## config.mk

```make
export PLATFORM = sky130hd
export DESIGN_NAME = multi_players
export DESIGN_NICKNAME = d
export VERILOG_FILES = /design/src/rtl/multi_players.sv
export SDC_FILE = /design/constraint.sdc
export NUM_CORES = 1
export LEC_CHECK = 0
export ABC_CLOCK_PERIOD_IN_PS = 2900
export CAP_MARGIN = 30
export CORE_ASPECT_RATIO = 0.75
export CORE_MARGIN = 2
export CORE_UTILIZATION = 40
export CTS_BUF_LIST = sky130_fd_sc_hd__clkbuf_4 sky130_fd_sc_hd__clkbuf_8
export CTS_CLUSTER_SIZE = 28
export DETAILED_ROUTE_END_ITERATION = 8
export PLACE_DENSITY_LB_ADDON = 0.2
export SETUP_SLACK_MARGIN = 0.15
export SLEW_MARGIN = 10
export SYNTH_ARGS = -nofsm -noshare
export SYNTH_HDL_FRONTEND = slang
export SYNTH_SLANG_ARGS = --single-unit
```

## constraint.sdc

```tcl
create_clock -name px_clk -period 2.9 [get_ports px_clk]
set_clock_uncertainty 0.1 [all_clocks]
set_input_delay 0.87 -clock px_clk [delete_from_list [all_inputs] [get_ports px_clk]]
set_output_delay 0.87 -clock px_clk [all_outputs]
set_load 0.02 [all_outputs]
```

## src/rtl/multi_players.sv

```systemverilog
// Paddle overlay stage: draws NUM_PLY paddles into the 26-bit RGB pixel stream.
// One pixel-clock register stage; positions and enables are shadowed at each vsync rising edge.
module multi_players #(
   parameter int                    NUM_PLY    = 2,
   parameter logic [NUM_PLY-1:0]    PLY_TYPE   = '0,
   parameter logic [10*NUM_PLY-1:0] PLY_OFFSET = {10'd770, 10'd20},
   parameter logic [3*NUM_PLY-1:0]  PLY_COLOR  = {3'b111, 3'b111},
   parameter int                    PLY_LEN    = 64,
   parameter int                    PLY_THICK  = 8,
   parameter int                    POS_MAX    = 479
) (
   input  logic                    px_clk,
   input  logic                    reset,
   input  logic [25:0]             strRGB_i,
   input  logic [10*NUM_PLY-1:0]   pos_i,
   input  logic [NUM_PLY-1:0]      ply_en,
   output logic [25:0]             strRGB_o,
   output logic                    frame_tick
);

   localparam logic [10:0] LIMIT   = 11'(POS_MAX - PLY_LEN + 1);
   localparam logic [10:0] LEN11   = 11'(PLY_LEN);
   localparam logic [10:0] THICK11 = 11'(PLY_THICK);

   logic [9:0]         r_pos [NUM_PLY];
   logic [NUM_PLY-1:0] r_en;
   logic               r_vsync_d;

   logic [10:0]        w_x;
   logic [10:0]        w_y;
   logic               w_active;
   logic               w_vs_rise;
   logic [9:0]         w_clamped [NUM_PLY];
   logic [NUM_PLY-1:0] w_hit;
   logic [2:0]         w_rgb;

   // 11-bit zero-extended coordinates keep offset+thickness and pos+length from wrapping at 1023
   assign w_x       = {1'b0, strRGB_i[25:16]};
   assign w_y       = {1'b0, strRGB_i[15:6]};
   assign w_active  = strRGB_i[5];
   assign w_vs_rise = strRGB_i[3] & ~r_vsync_d;

   genvar gi;
   generate
      for (gi = 0; gi < NUM_PLY; gi++) begin : g_ply
         logic [9:0]  w_pos_in;
         logic [10:0] w_off;
         logic [10:0] w_fix;
         logic [10:0] w_mov;
         logic [10:0] w_start;
         logic        w_in_fix;
         logic        w_in_mov;

         assign w_pos_in       = pos_i[10*gi +: 10];
         assign w_clamped[gi]  = ({1'b0, w_pos_in} > LIMIT) ? LIMIT[9:0] : w_pos_in;

         assign w_off   = {1'b0, PLY_OFFSET[10*gi +: 10]};
         assign w_start = {1'b0, r_pos[gi]};
         assign w_fix   = PLY_TYPE[gi] ? w_y : w_x;
         assign w_mov   = PLY_TYPE[gi] ? w_x : w_y;

         assign w_in_fix  = (w_fix >= w_off)   && (w_fix < w_off + THICK11);
         assign w_in_mov  = (w_mov >= w_start) && (w_mov < w_start + LEN11);
         assign w_hit[gi] = w_in_fix && w_in_mov && r_en[gi] && w_active;
      end
   endgenerate

   // Walk from highest to lowest index so the lowest-index hitting paddle wins
   always_comb begin
      w_rgb = strRGB_i[2:0];
      for (int k = NUM_PLY - 1; k >= 0; k--) begin
         if (w_hit[k]) begin
            w_rgb = PLY_COLOR[3*k +: 3];
         end
      end
   end

   always_ff @(posedge px_clk) begin
      if (reset) begin
         strRGB_o   <= '0;
         frame_tick <= 1'b0;
         r_vsync_d  <= 1'b0;
         r_en       <= '0;
         for (int k = 0; k < NUM_PLY; k++) begin
            r_pos[k] <= '0;
         end
      end else begin
         strRGB_o   <= {strRGB_i[25:3], w_rgb};
         frame_tick <= w_vs_rise;
         r_vsync_d  <= strRGB_i[3];
         if (w_vs_rise) begin
            r_en <= ply_en;
            for (int k = 0; k < NUM_PLY; k++) begin
               r_pos[k] <= w_clamped[k];
            end
         end
      end
   end

endmodule

```

### After elaboration in Yosys (flattened, before gate mapping)

Memory sizes are Yosys's and may differ from the RTL's.
Index checks and enable logic that the tools add are counted.

* memories: 1
* memory bits (writable): 20
* logic and storage cells: 42
* output and inout bits: 27
* bits in latches: 0
* memory bits (read-only): 0
* bits in registers: 30
* input bits: 50

Memory list
* r_pos: words 2, width 10, rd ports 2, clocked after memory_dff 0, write ports 2, line 25 `logic [9:0] r_pos [NUM_PLY];`

* $mul: 0
* magnitude comparators: 10
* bitwise logic cells: 4
* mux-type cells: 11
* reduce and logical (&&, ||, !) cells: 10
* eq/ne operators: 0
* divide/modulo/power cells: 0
* shift operators: 0
* add/sub/neg operators: 2

Operators by type and width (count)
* $mux 10: 4
* $add 10x7->11 const B: 2
* $lt 10x11->1: 2
* $ge 10x10->1: 2
* $gt 10x9->1 const B: 2
* $ge 10x10->1 const B: 1
* $ge 10x5->1 const B: 1
* $logic_and 1x1->1: 10
* $lt 10x10->1 const B: 1
* $lt 10x5->1 const B: 1
* $mux 3: 2
* $mux 1: 5
* $or 1x1->1: 2
* $and 1x1->1: 1
* $not 1->1: 1

### Longest topological paths before layout

Gate-level depths: netlist of the first run.
An unclocked memory read counts as a cell.

* depth in word-level cells: 9
* mapped depth: 8
* depth with buffers taken out: 8

### Worst setup path after synthesis of the first run

No wires, ideal clock.

* path kind: input-to-reg
* start: input strRGB_i[10]
* end: register strRGB_o[2]
* setup time: 0.062 ns
* stages: 7
* slack: 0.546 ns
* arrival time: 2.192 ns
* buffers on the path: 0
* data required time: 2.738 ns
* path through: ha_1 -> a21o_1 -> a21oi_1 -> nor3b_1 -> a2111oi_0 -> or3_1 -> nand3_1

* longest elaborated chain between the ends: 7
* elaborated cells between the ends (all ways): 14
* classes of those cells: order compare: 4; mux: 2; reduce/logical: 8

RTL lines
* start, declared: line 14 `input logic [25:0] strRGB_i,`
* $lt 10x11->1 / $ge 10x10->1 (equally long branches): line 63 `assign w_in_mov = (w_mov >= w_start) && (w_mov < w_start + LEN11);`
* $logic_and 1x1->1: line 63
* $logic_and 1x1->1 (3 in a row): line 64 `assign w_hit[gi] = w_in_fix && w_in_mov && r_en[gi] && w_active;`
* $mux 3: line 72 `if (w_hit[k]) begin`
* $mux 3 (*): line 72
* end signal, assigned: line 88 `strRGB_o <= {strRGB_i[25:3], w_rgb};`
* end, declared: line 17 `output logic [25:0] strRGB_o,`

Every way passes the cells marked *; elsewhere a longest branch is shown, timed or not.
A chain may end at the register's enable or synchronous reset.

### Worst setup path in the final report of the first run

* start: input strRGB_i[10]
* end: register strRGB_o[1]

The elaborated chain is that of the path after synthesis.

==> impl_metrics.ini, run 1 <==
[clock_network]
cts-resized-gates = 0
hold_buffers = 0
tritoncts = built
numCtsBuffers = 5
cts-root-buf = clkbuf_8
cts.sinks = 49
clk_pin_slew_ns = 0.09
cts_buffer_depth = 2
cts-htree-levels = 2
postCtsSetupBuffers = 0
clock_latency_ns = 0.30

[place]
placed_cells = 390
place.gp.congestion = 0.771
io_buffers = 76
place_hpwl_mm = 4.21

[finish]
final_core_util_pct = 58.4
drive_gt1_share_pct = 5.31
stdcell_count = 398
area_growth_pct = 39.9
layout.nets = 399
antennaDiodeCount = 0

[timing]
fin_crit_sh_pct = 90.4
tightest_slew_ns = 0.714
grt_setup_unrepaired = no
maxSlewHeadroom_pct = 52.3
hold_viol = 0
finalMaxSlewViolations = 0
setup_viol = 0
period_minus_slack_ns = 2.62
whs_ns = 0.417
timing.fmax_mhz = 381

[synth]
ys_types = 39
syn_area_um2 = 2460
yosysWarnings = 0
synth-edff-count = 20
yosysTopAreaCellShare_pct = 24.4
ys_ff_latch = 49
yosys.cell_count.top_type = ha_1
ys_top_cells_by_count = ha_1 (30), dfxtp_1 (29), inv_1 (25)
netlist_top_cells_area = edfxtp_1 (24%), dfxtp_1 (24%), ha_1 (15%)
postSynthCellCount = 235
synth_area_per_cell_um2 = 10.5
seq_area_frac_synth_pct = 48.1
synth_top_cell_by_area = edfxtp_1
synthArstFlopShare_pct = 0
synth_ff_type = dfxtp_1

[drt]
wirelength_mm = 5.16
wire_per_inst_um = 13.0
vias = 1897
drc = 0
ant_nets = 0
drt_iter0_markers = 58
drt-vias-per-instance = 4.77
firstDrtPassIters = 4

[pwr]
power_mw = 1.49
leakage_nw = 1.42
p_int_mw = 1.11
comb_power_share_pct = 20.7
pwr-share-clk_pct = 27.4
pwr-share-seq_pct = 51.9
switchingPower_uw = 372
p_per_area_nw_per_um2 = 432
swShare_pct = 25.0
ir_worst_vdd_mv = 0.286

[global_route]
grt_pass1_vias = 1795
antenna_found_initial = 0
grt_usage_pct = 15.8
overflow = 0
grt_start_max_net_pins = 22
grt_pass1_wl_mm = 8.38

[die]
fp-row-count = 24
dieArea_um2 = 6790
ios = 77
core_um2 = 5890
die_w_um = 94.5
die_h_um = 71.9
start_util_pct = 41.8

[min_path]
min_path_type = register to register

[critical_path]
crit_type = primary input to register
cp_max_fo = 3
crit_required_ns = 3.03
worstSetupEndpointType = register
startpoint_type = primary input
critical_path_arrival_ns = 2.75

[run_status]
status = completed

[flow_run]
maxCapViolations = 0
==> final cells by class <==
type / instances / area (µm²)
Fill cell: 527 / 2450
Sequential cell: 49 / 1180
Multi-Input combinational cell: 158 / 1180
Timing Repair Buffer: 80 / 791
Tap cell: 78 / 97.6
Inverter: 25 / 93.8
Clock buffer: 6 / 82.6
Clock inverter: 2 / 13.8
==> power by group through the flow <==
stage / Combinational (mW) / Sequential [mW] / Clock, mW
6_report: 0.308 / 0.772 / 0.407
5_1_grt: 0.341 / 0.776 / 0.455
4_1_cts: 0.306 / 0.772 / 0.420
3_5_place_dp: 0.303 / 0.788 / 0
3_3_place_gp: 0.298 / 0.787 / 0
2_1_floorplan: 0.127 / 0.808 / 0
==> cell usage in the layout (no fill, tap or decap), types with 2 or more instances in the layout <==
cell,netlist,routed
or4_1,2,2
nor2_1,15,15
nor2b_1,23,23
a2111oi_0,3,2
a22o_1,2,2
xnor2_1,4,4
nand2_1,6,6
o21ai_1,2,2
ha_1,30,30
and2_1,12,12
a21o_1,5,5
a311oi_1,2,2
a21oi_1,9,9
o21ai_0,4,4
a311oi_2,2,2
clkdlybuf4s50_1,0,76
dfxtp_1,29,29
nand3_1,11,11
edfxtp_1,20,20
clkbuf_8,0,6
inv_1,25,25
conb_1,1,2
nand2b_1,6,6
and3_1,2,2
buf_4,1,4
==> metal layers <==
metal / global-route usage [%] / vias up / share of wire (%) / wire [µm]
met5: 0 / - / 0 / 0
met4: 3.38 / 0 / 0.79 / 41
met2: 24.8 / 53 / 43 / 2230
met3: 4.00 / 5 / 5.2 / 270
li1: - / 992 / - / -
met1: 22.4 / 847 / 51 / 2620
==> stage by stage <==
| step | area (µm²) | setup TNS [ns] | setup slack (ns) |
|---|---|---|---|
| 6_report | 3440 | 0 | 0.277 |
| 5_1_grt | 3440 | 0 | 0.176 |
| 4_1_cts | 3430 | 0 | 0.261 |
| 3_5_place_dp | 3330 | -0.0902 | -0.0322 |
| 3_3_place_gp | 3330 | 0 | 0.00396 |
| 2_1_floorplan | 2460 | 0 | 0.546 |
==> kinds of logic after synthesis <==
logic type | Yosys count | share of synthesized area (%)
DFF | 49 | 48.1
AOI/OAI and AO/OA | 36 | 10.6
other | 1 | 0.153
xor gates and xnor gates | 5 | 1.78
and+or+nand+nor | 85 | 19.5
adders and majority gates | 30 | 15.3
buffers and inverters | 29 | 4.58
==> critical path, cell delays in order <==
cell	delay (ns)
clkdlybuf4s50_1	0.43
ha_1	0.32
a21o_1	0.18
a21oi_1	0.17
nor3b_1	0.19
a2111oi_0	0.08
or3_1	0.41
nand3_1	0.10
==> path summary, 6_finish.rpt <==
check,start,end,slack (ns),cells after the start
setup / recovery,strRGB_i[10],strRGB_o[1],0.28,8
hold / removal,r_en[0],r_en[0],0.42,1
setup reg to reg,r_pos[0][16],strRGB_o[1],0.68,8
hold reg to reg,r_en[0],r_en[0],0.42,1
==> registers in the layout (all words and copies together), names as in the netlist <==
name and cells:
r_en 2, r_pos 20, strRGB_o 26, frame_tick 1
(Power assumes the default switching activity.)
==> inputs of run 2 (changes only) <==
--- a/config.mk
+++ b/config.mk
@@ -13,9 +13,11 @@
 export CTS_BUF_LIST = sky130_fd_sc_hd__clkbuf_4 sky130_fd_sc_hd__clkbuf_8
 export CTS_CLUSTER_SIZE = 28
 export DETAILED_ROUTE_END_ITERATION = 8
+export HOLD_SLACK_MARGIN = 0.02
 export PLACE_DENSITY_LB_ADDON = 0.2
 export SETUP_SLACK_MARGIN = 0.15
 export SLEW_MARGIN = 10
 export SYNTH_ARGS = -nofsm -noshare
 export SYNTH_HDL_FRONTEND = slang
 export SYNTH_SLANG_ARGS = --single-unit
+export TNS_END_PERCENT = 5
==> results of run 2 <==
Final layout, timing and power as in run 1 (identical DEF).
==> inputs of run 3 (changes only) <==
--- a/config.mk
+++ b/config.mk
@@ -5,7 +5,7 @@
 export SDC_FILE = /design/constraint.sdc
 export NUM_CORES = 1
 export LEC_CHECK = 0
-export ABC_CLOCK_PERIOD_IN_PS = 2900
+export ABC_CLOCK_PERIOD_IN_PS = 2300
 export CAP_MARGIN = 30
 export CORE_ASPECT_RATIO = 0.75
 export CORE_MARGIN = 2
==> constraint.sdc (replaced) <==
create_clock -name px_clk -period 2.3 [get_ports px_clk]
set_clock_uncertainty 0.1 [all_clocks]
set_input_delay 0.69 -clock px_clk [delete_from_list [all_inputs] [get_ports px_clk]]
set_output_delay 0.69 -clock px_clk [all_outputs]
set_load 0.02 [all_outputs]
==> run 3 against run 2 <==
Via count increased by 7.7%. Combinational power up 46%. Die area unchanged. Critical path depth shrank 1. Clock-buffer cell count is the same. Worst setup slack lost 0.22 ns. Global-route usage rose by 1.9 points. Non-clock buffer count grew 19. Largest power group unchanged. Highest routed layer unchanged.
==> impl_metrics.ini, run 3 (synthesized netlist as in run 1, its figures left out) <==
[run_status]
status = completed

[critical_path]
cp_max_fo = 3
startpoint_type = primary input
critical_path_arrival_ns = 2.39
worstSetupEndpointType = register
crit_type = primary input to register
reg2reg_slack_ns = 0.08
crit_required_ns = 2.45

[finish]
seq_area_um2 = 1180
area_growth_pct = 51.2
reg.largest.list = strRGB_o x26, r_pos x20, r_en x2
layout.nets = 418
stdcell_count = 417
drive_gt1_share_pct = 16.8
multiInputGateArea_um2 = 1330
largest_reg_flops = 26
n_fill_cell = 528
antennaDiodeCount = 0
final_common_cell = clkdlybuf4s50_1
final_cell_mix = clkdlybuf4s50_1 (58), dfxtp_1 (29), ha_1 (26)
regMostFlops = strRGB_o
final_cell_area_um2 = 3710

[timing]
finalMaxSlewViolations = 0
hold_viol = 0
period_minus_slack_ns = 2.24
setup_viol = 0
fin_crit_sh_pct = 97.5
timing.fmax_mhz = 446
grt_setup_unrepaired = yes

[clock_network]
cts-htree-levels = 2
cts_buffer_depth = 2
numCtsBuffers = 5
cts.sinks = 49
cts-root-buf = clkbuf_8
clock_latency_ns = 0.30
tritoncts = built
clk_pin_slew_ns = 0.09

[global_route]
grt_start_max_net_pins = 21
antenna_found_initial = 0
grt_usage_pct = 17.8
grt_pass1_vias = 2031
overflow = 0
grt_pass1_wl_mm = 9.23

[pwr]
leakage_nw = 1.58
p_per_area_nw_per_um2 = 518
ir_worst_vdd_mv = 0.258

[drt]
wire_per_inst_um = 14.2
ant_nets = 0
drt-vias-per-instance = 4.90
drc = 0
vias = 2044
firstDrtPassIters = 4
wirelength_mm = 5.92
drt_iter0_markers = 62

[place]
place_hpwl_mm = 4.50
io_buffers = 76
place_area_um2 = 3470
place.gp.congestion = 0.864
placed_cells = 406

[die]
die_h_um = 71.9
dieArea_um2 = 6790
fp-row-count = 24
start_util_pct = 41.8
core_um2 = 5890
ios = 77
die_w_um = 94.5

[min_path]
min_path_type = register to register

[flow_run]
maxCapViolations = 0
## run 3: worst paths after layout
check,startpoint,to,cells after the start
worst min-delay path,r_en[1],r_en[1],1
worst max-delay path,strRGB_i[11],strRGB_o[1],7
worst max register to register,r_pos[0][17],strRGB_o[1],8
worst min register to register,r_en[1],r_en[1],1
## run 3: power breakdown
part | internal [mW] | switching [mW] | leakage [nW]
clock network | 0.223 | 0.279 | 0.0484
registers | 0.953 | 0.0193 | 0.463
logic | 0.243 | 0.208 | 1.07
total | 1.42 | 0.506 | 1.58
## run 3: cell type report
cell class,count,area share [%]
clock buffers,6,2.05
flip-flops and latches,49,31.8
clock inverters,2,0.269
inverters,25,2.53
well taps,78,2.63
repair buffers,99,25.0
multi-input cells,158,35.7
## run 3: critical path, cell delays in order
cell	delay (ns)
dlygate4sd2_1	0.29
ha_1	0.34
and3_1	0.21
a2111oi_1	0.45
a211o_1	0.18
nand3_2	0.14
nand3_1	0.10
## run 3: per-layer routing
layer	routed length (µm)	global-route usage, %
met5	0	0
met4	58	5.80
met3	371	5.05
met2	2780	27.9
met1	2700	24.0
## run 3: through the flow
step | hold WS, ns | utilization (%) | setup TNS, ns | total power [mW] | setup slack (ns)
floorplan | 0.343 | - | 0 | 1.18 | 0.166
global placement | 0.386 | 58.9 | -7.08 | 1.40 | -0.429
detailed placement | 0.393 | 58.9 | -7.22 | 1.41 | -0.467
finish | 0.409 | 63.1 | 0 | 1.92 | 0.0569
global route | 0.448 | 63.1 | 0 | 2.03 | 0.00845
CTS | 0.414 | 61.8 | 0 | 1.92 | 0.0943
## run 3: what timing repair did
| item | in CTS | in global routing |
|---|---|---|
| gates resized for setup | 37 | 14 |
| hold buffers | 0 | 0 |
| buffers inserted | 0 | 3 |
| setup endpoints to repair | 15 | 15 |
| pin swaps | 17 | 13 |
